--- config.mk ---
export PLATFORM = sky130hd
export DESIGN_NAME = branchjumpctrl_flat
export DESIGN_NICKNAME = d
export VERILOG_FILES = /design/src/rtl/branchjumpctrl_if.sv /design/src/rtl/branchjumpctrl.sv /design/src/flat_wrapper.sv
export SDC_FILE = /design/constraint.sdc
export NUM_CORES = 1
export LEC_CHECK = 0
export CAP_MARGIN = 10
export CORE_MARGIN = 3
export CORE_UTILIZATION = 50
export CTS_BUF_LIST = sky130_fd_sc_hd__clkbuf_8
export CTS_CLUSTER_SIZE = 16
export DETAILED_ROUTE_END_ITERATION = 12
export GPL_TIMING_DRIVEN = 0
export PLACE_DENSITY = 0.89
export SLEW_MARGIN = 20
export SYNTH_ARGS = -nofsm -noshare
export SYNTH_HDL_FRONTEND = slang
export SYNTH_SLANG_ARGS = --single-unit
export TNS_END_PERCENT = 50
--- constraint.sdc ---
create_clock -name clk -period 7.4 [get_ports clk]
set_clock_uncertainty 0.15 [all_clocks]
set_input_delay 1.48 -clock clk [delete_from_list [all_inputs] [get_ports clk]]
set_output_delay 1.48 -clock clk [all_outputs]
set_load 0.02 [all_outputs]
--- src/rtl/branchjumpctrl_if.sv ---
// Decode-to-control bundle for the branch/jump unit: instruction fields in,
// PC mux code, targets and status out.
interface branchjumpctrl_if;
  logic        instvalid;
  logic        stall;
  logic [31:0] pc;
  logic        isbeq;
  logic        isbne;
  logic        isj;
  logic        isjr;
  logic [15:0] imm16;
  logic [25:0] instrindex;
  logic [31:0] rsdata;
  logic [31:0] rtdata;
  logic [1:0]  branchcode;
  logic [31:0] jumpaddr;
  logic [31:0] branchaddr;
  logic        flush;
  logic        busy;
  logic [15:0] redircount;

  modport master (
    output instvalid, stall, pc, isbeq, isbne, isj, isjr, imm16, instrindex, rsdata, rtdata,
    input  branchcode, jumpaddr, branchaddr, flush, busy, redircount
  );

  modport slave (
    input  instvalid, stall, pc, isbeq, isbne, isj, isjr, imm16, instrindex, rsdata, rtdata,
    output branchcode, jumpaddr, branchaddr, flush, busy, redircount
  );
endinterface

--- src/rtl/branchjumpctrl.sv ---
// Branch/jump control: resolves the decode-stage instruction, presents a
// registered PC mux code plus target, then flushes fetch for FLUSHCYCLES cycles.
module branchjumpctrl #(
  parameter int unsigned FLUSHCYCLES = 1,
  // Saturation ceiling of the redirect counter; all-ones for normal use.
  parameter logic [15:0] REDIR_MAX   = 16'hFFFF
) (
  input  logic             clk,
  input  logic             rst,
  branchjumpctrl_if.slave  bus
);

  localparam logic [1:0] NOLOAD    = 2'b00;
  localparam logic [1:0] SELJUMP   = 2'b01;
  localparam logic [1:0] SELBRANCH = 2'b10;
  localparam logic [2:0] FLUSH_LOAD = 3'(FLUSHCYCLES);

  typedef enum logic [1:0] {
    S_IDLE  = 2'd0,
    S_ISSUE = 2'd1,
    S_FLUSH = 2'd2
  } state_t;

  state_t      state_q, state_d;
  logic [1:0]  code_q, code_d;
  logic [31:0] jumpaddr_q, jumpaddr_d;
  logic [31:0] branchaddr_q, branchaddr_d;
  logic [15:0] redircount_q, redircount_d;
  logic [2:0]  fcnt_q, fcnt_d;

  logic [31:0] pcplus4;
  logic [31:0] br_target;
  logic [31:0] j_target;
  logic        taken;
  logic        is_jump;
  logic [31:0] jump_target;

  // Target formation and winner selection; only the highest-priority flag counts.
  always_comb begin
    pcplus4     = bus.pc + 32'd4;
    br_target   = pcplus4 + {{14{bus.imm16[15]}}, bus.imm16, 2'b00};
    j_target    = {pcplus4[31:28], bus.instrindex, 2'b00};
    taken       = 1'b0;
    is_jump     = 1'b0;
    jump_target = j_target;
    if (bus.isjr) begin
      taken       = 1'b1;
      is_jump     = 1'b1;
      jump_target = bus.rsdata;
    end else if (bus.isj) begin
      taken   = 1'b1;
      is_jump = 1'b1;
    end else if (bus.isbeq) begin
      taken = (bus.rsdata == bus.rtdata);
    end else if (bus.isbne) begin
      taken = (bus.rsdata != bus.rtdata);
    end
  end

  always_comb begin
    state_d      = state_q;
    code_d       = code_q;
    jumpaddr_d   = jumpaddr_q;
    branchaddr_d = branchaddr_q;
    redircount_d = redircount_q;
    fcnt_d       = fcnt_q;
    case (state_q)
      S_IDLE: begin
        if (bus.instvalid && !bus.stall && taken) begin
          state_d = S_ISSUE;
          if (is_jump) begin
            code_d     = SELJUMP;
            jumpaddr_d = jump_target;
          end else begin
            code_d       = SELBRANCH;
            branchaddr_d = br_target;
          end
        end
      end
      S_ISSUE: begin
        // The mux loads the PC on this edge, so the redirect is consumed here.
        if (!bus.stall) begin
          state_d = S_FLUSH;
          code_d  = NOLOAD;
          fcnt_d  = FLUSH_LOAD;
          if (redircount_q != REDIR_MAX) begin
            redircount_d = redircount_q + 16'd1;
          end
        end
      end
      S_FLUSH: begin
        if (!bus.stall) begin
          if (fcnt_q <= 3'd1) begin
            state_d = S_IDLE;
            fcnt_d  = 3'd0;
          end else begin
            fcnt_d = fcnt_q - 3'd1;
          end
        end
      end
      default: begin
        state_d = S_IDLE;
        code_d  = NOLOAD;
        fcnt_d  = 3'd0;
      end
    endcase
  end

  always_ff @(posedge clk) begin
    if (rst) begin
      state_q      <= S_IDLE;
      code_q       <= NOLOAD;
      jumpaddr_q   <= 32'd0;
      branchaddr_q <= 32'd0;
      redircount_q <= 16'd0;
      fcnt_q       <= 3'd0;
    end else begin
      state_q      <= state_d;
      code_q       <= code_d;
      jumpaddr_q   <= jumpaddr_d;
      branchaddr_q <= branchaddr_d;
      redircount_q <= redircount_d;
      fcnt_q       <= fcnt_d;
    end
  end

  assign bus.branchcode = code_q;
  assign bus.jumpaddr   = jumpaddr_q;
  assign bus.branchaddr = branchaddr_q;
  assign bus.flush      = (state_q != S_IDLE);
  assign bus.busy       = (state_q != S_IDLE);
  assign bus.redircount = redircount_q;

endmodule

--- src/flat_wrapper.sv ---
// flat-port wrapper written by rule: the top's interface ports become plain ports
module branchjumpctrl_flat 
#(
  parameter int unsigned FLUSHCYCLES = 1,
                                                                         
  parameter logic [15:0] REDIR_MAX   = 16'hFFFF
)
  (clk, rst, bus_instvalid, bus_stall, bus_pc, bus_isbeq, bus_isbne, bus_isj, bus_isjr, bus_imm16, bus_instrindex, bus_rsdata, bus_rtdata, bus_branchcode, bus_jumpaddr, bus_branchaddr, bus_flush, bus_busy, bus_redircount);
  branchjumpctrl_if bus_i ();
  input  logic clk;
  input  logic rst;
  input wire logic [$bits(bus_i.instvalid)-1:0] bus_instvalid;
  input wire logic [$bits(bus_i.stall)-1:0] bus_stall;
  input wire logic [$bits(bus_i.pc)-1:0] bus_pc;
  input wire logic [$bits(bus_i.isbeq)-1:0] bus_isbeq;
  input wire logic [$bits(bus_i.isbne)-1:0] bus_isbne;
  input wire logic [$bits(bus_i.isj)-1:0] bus_isj;
  input wire logic [$bits(bus_i.isjr)-1:0] bus_isjr;
  input wire logic [$bits(bus_i.imm16)-1:0] bus_imm16;
  input wire logic [$bits(bus_i.instrindex)-1:0] bus_instrindex;
  input wire logic [$bits(bus_i.rsdata)-1:0] bus_rsdata;
  input wire logic [$bits(bus_i.rtdata)-1:0] bus_rtdata;
  output wire logic [$bits(bus_i.branchcode)-1:0] bus_branchcode;
  output wire logic [$bits(bus_i.jumpaddr)-1:0] bus_jumpaddr;
  output wire logic [$bits(bus_i.branchaddr)-1:0] bus_branchaddr;
  output wire logic [$bits(bus_i.flush)-1:0] bus_flush;
  output wire logic [$bits(bus_i.busy)-1:0] bus_busy;
  output wire logic [$bits(bus_i.redircount)-1:0] bus_redircount;
  assign bus_i.instvalid = bus_instvalid;
  assign bus_i.stall = bus_stall;
  assign bus_i.pc = bus_pc;
  assign bus_i.isbeq = bus_isbeq;
  assign bus_i.isbne = bus_isbne;
  assign bus_i.isj = bus_isj;
  assign bus_i.isjr = bus_isjr;
  assign bus_i.imm16 = bus_imm16;
  assign bus_i.instrindex = bus_instrindex;
  assign bus_i.rsdata = bus_rsdata;
  assign bus_i.rtdata = bus_rtdata;
  assign bus_branchcode = bus_i.branchcode;
  assign bus_jumpaddr = bus_i.jumpaddr;
  assign bus_branchaddr = bus_i.branchaddr;
  assign bus_flush = bus_i.flush;
  assign bus_busy = bus_i.busy;
  assign bus_redircount = bus_i.redircount;
  branchjumpctrl #(.FLUSHCYCLES(FLUSHCYCLES), .REDIR_MAX(REDIR_MAX)) u_core (.clk(clk), .rst(rst), .bus(bus_i));
endmodule
==> results.toml <==
[run_status]
outcome = "complete, no violations"

[synth]
avgSynthCellArea_um2 = 8.23
synth_edf_count = 0
async_flop_share = 0
syn_area_um2 = 6080
ys_seq_area_frac = 0.287
yosys_warnings = 0
syn_inst = 738
syn_nets = 925
yosys_most_used_dff = "dfxtp_1"
ys_ff_latch = 87
synth.distinct_cells = 58

[grt]
met1_usage = 0.317
grt_pass1_vias = 6158
busiest_layer = "met2"
overflow = 0
grt_use_met3 = 0.0523
antenna_found_initial = 1
grt_max_degree = 17
grtUsageTotal = 0.284
met2_usage = 0.531
grt_pass1_wl_um = 30200

[cts]
clk_pin_slew_ns = 0.09
h-tree-depth = 3
cts_tree = "built"
clk_latency_ns = 0.36
cts_hold_buf = 0
cts_buffer_depth = 2
post_cts_buffers = 0
cts.repair.resized = 0
numCtsBuffers = 9
cts_root_buf = "clkbuf_8"
cts_sinks = 87

[setup_path]
crit_buf_inv = 3
endpoint_kind = "register"
crit_start = "bus_pc[8]"
path_class = "input pin to register"
worst_path_largest_cell_delay_ns = 0.54
cp-endpoint = "u_core.bus.branchaddr[31]"
required_ns = 7.52
crit_path_start_kind = "input pin"
cp_max_fo = 6
crit_cells = 16
r2r_cells = 9
worstPathCellList = "clkdlybuf4s50_1, and3_1, buf_6, nand4_4, or4_4, buf_6, nor2_1, xor2_1, ha_1, or3_1, o21ai_0, o21ai_0, a41oi_1, o21ai_0, or4_1, o311ai_1"
arrival_ns = 5.47
crit_family = "simple AND/OR/NAND/NOR gates"
ff2ff_setup_slack_ns = 4.68
cp_common_cell = "o21ai_0"
reg2reg_to = "u_core.bus.redircount[13]"
reg2reg_from = "u_core.bus.redircount[9]"
crit_slowest_cell = "clkdlybuf4s50_1"

[timing]
fin_crit_sh = 0.723
slew_viol_final = 0
final.setup.tns_ns = 0
fmax_mhz = 187
finalWorstPathRequiredPeriod_ns = 5.35
hold_violations = 0
slew_headroom = 0.446
setup_viol = 0
rsz0062_at_grt = "false"
tightestPinTransition_ns = 0.831

[detailed_routing]
routed_wl_um = 19800
ant_nets = 0
dr.pass1.iters = 5
routedWlPerCell_um = 17.6
drt-vias-per-instance = 5.72
route.vias.total = 6439
drtIter0Drc = 404
drc = 0

[die]
core_area_um2 = 11700
die-area_um2 = 13500
die_width_um = 116
die_y_um = 116
initial_core_util = 0.521
rows = 39
ios = 230

[placement]
dp_cells = 1110
numPortBuffers = 229
dp_hpwl_um = 16300
post_dp_cell_area_um2 = 8550
gp_congestion = 0.924

[cells_and_area]
final_cells = 1126
stdcell_area_um2 = 8730
area_delta_synth_final_pct = 43.7
drive_above_1_share = 0.0356
fillers = 902
multi_input_area_um2 = 4110
nets = 1165
seq_area_um2 = 1740

[power]
switching_power_w = 0.000503
power.internal_w = 0.000908
p_leak_nw = 3.23
peakVddDrop_uv = 75.9
p_clk_frac = 0.225
power_frac_comb = 0.404
power_density_nw_per_um2 = 162
sw_frac_of_total = 0.356
seqPwrFrac = 0.371

[min_path]
hold_class = "register to register"
hold_path_startpoint = "u_core.bus.jumpaddr[29]"

[run]
maxCapViolations = 0
[layout by cell type (no fill, tap or decap), drive strengths merged, types with 4 or more instances in the layout]
cell	netlist	final
nand2	56	56
xor2	17	17
mux2i	45	45
nor2	90	90
and3	13	13
a21o	16	16
nand3	23	23
nand2b	5	5
a211oi	32	32
inv	22	23
nand4	26	26
o21ai	23	23
clkdlybuf4s50	0	229
o21bai	6	6
o21a	4	4
ha	40	40
xnor2	74	74
nor3	12	12
or3	11	11
buf	10	10
and4	5	5
nor4	5	5
o211ai	6	6
clkbuf	21	31
a21oi	49	49
dfxtp	87	87
[synth_stat cells (all sizes together), types with 4 or more instances]
| library cell | count | area share |
|---|---|---|
| or3 | 11 | 0.012 |
| a21oi | 49 | 0.040 |
| mux2i | 45 | 0.074 |
| a21o | 16 | 0.020 |
| nor3 | 12 | 0.0099 |
| o21ai | 23 | 0.019 |
| o21bai | 6 | 0.0074 |
| a211oi | 32 | 0.040 |
| nand4 | 26 | 0.029 |
| xor2 | 17 | 0.025 |
| nor4 | 5 | 0.0076 |
| o21a | 4 | 0.0049 |
| nand2 | 56 | 0.035 |
| nand2b | 5 | 0.0051 |
| o211ai | 6 | 0.0074 |
| and3 | 13 | 0.013 |
| clkbuf | 21 | 0.013 |
| buf | 10 | 0.0097 |
| xnor2 | 74 | 0.11 |
| and4 | 5 | 0.0074 |
| inv | 22 | 0.014 |
| dfxtp | 87 | 0.29 |
| nand3 | 23 | 0.019 |
| nor2 | 90 | 0.056 |
| ha | 40 | 0.082 |
[layer usage]
layer / vias up / routed length [um]
li1: 3141 / -
met1: 3012 / 7750
met2: 245 / 10100
met3: 41 / 1460
met4: 0 / 516
met5: - / 0
[metrics by stage]
step / util / power, W / setup WS [ns] / hold slack [ns]
finish: 0.749 / 0.00141 / 2.05 / 0.305
global route: 0.749 / 0.00148 / 1.82 / 0.330
CTS: 0.748 / 0.00141 / 2.12 / 0.305
detailed placement: 0.733 / 0.00110 / 1.75 / 0.293
global placement: 0.733 / 0.00109 / 1.82 / 0.290
floorplan: - / 0.000857 / 2.70 / 0.307
[power by group through the flow]
stage / Sequential [W] / Combinational, W / Clock (W)
final: 0.000524 / 0.000570 / 0.000317
after global routing: 0.000527 / 0.000620 / 0.000337
after CTS: 0.000523 / 0.000568 / 0.000319
after detailed placement: 0.000534 / 0.000564 / 0
after global placement: 0.000532 / 0.000553 / 0
after floorplan: 0.000567 / 0.000290 / 0
[worst register-to-register path, cell delays in order, from the launching register on]
cell and delay, ns:
dfxtp_1 0.35, and4_1 0.25, and4_1 0.25, a41oi_2 0.34
nand4_1 0.24, or3_1 0.36, clkbuf_1 0.20, nor3_1 0.25
xnor2_1 0.15, nor2_1 0.05
[kinds of logic (layout without fill, tap and decap cells)]
logic type | Yosys count | in the layout | synth area share
muxes | 45 | 45 | 0.0741
xor gates and xnor gates | 91 | 91 | 0.131
other | 0 | 1 | 0
AOI/OAI and AO/OA | 161 | 161 | 0.176
and+or+nand+nor | 260 | 260 | 0.210
adders and majority gates | 41 | 41 | 0.0857
DFF | 87 | 87 | 0.287
buffers and inverters | 53 | 297 | 0.0362
[worst min-delay path by stage]
stage / depth (start not counted) / slack [ns] / endpoint
after global routing: 2 / 0.33 / u_core.bus.jumpaddr[1]
after global placement: 2 / 0.29 / u_core.bus.jumpaddr[1]
after CTS: 2 / 0.30 / u_core.bus.jumpaddr[29]
after detailed placement: 2 / 0.29 / u_core.bus.jumpaddr[29]
after floorplan: 2 / 0.31 / u_core.fcnt_q[1]
final: 2 / 0.30 / u_core.bus.jumpaddr[29]
[flip-flops by register name, summed over array words and instances (netlist names)]
name,cells
u_core.state_q,2
u_core.bus.branchaddr,32
u_core.fcnt_q,3
u_core.bus.redircount,16
u_core.bus.jumpaddr,32
u_core.bus.branchcode,2
[layout make-up]
cell class | count | share of cell area
Multi-Input combinational cell | 598 | 0.471
Inverter | 22 | 0.00946
Timing Repair Buffer | 229 | 0.263
Sequential cell | 87 | 0.200
Buffer | 31 | 0.0158
Antenna cell | 1 | 0.000287
Clock buffer | 10 | 0.0158
Clock inverter | 5 | 0.00487
Tap cell | 143 | 0.0205
No activity file was read; power rests on OpenSTA's default activity.
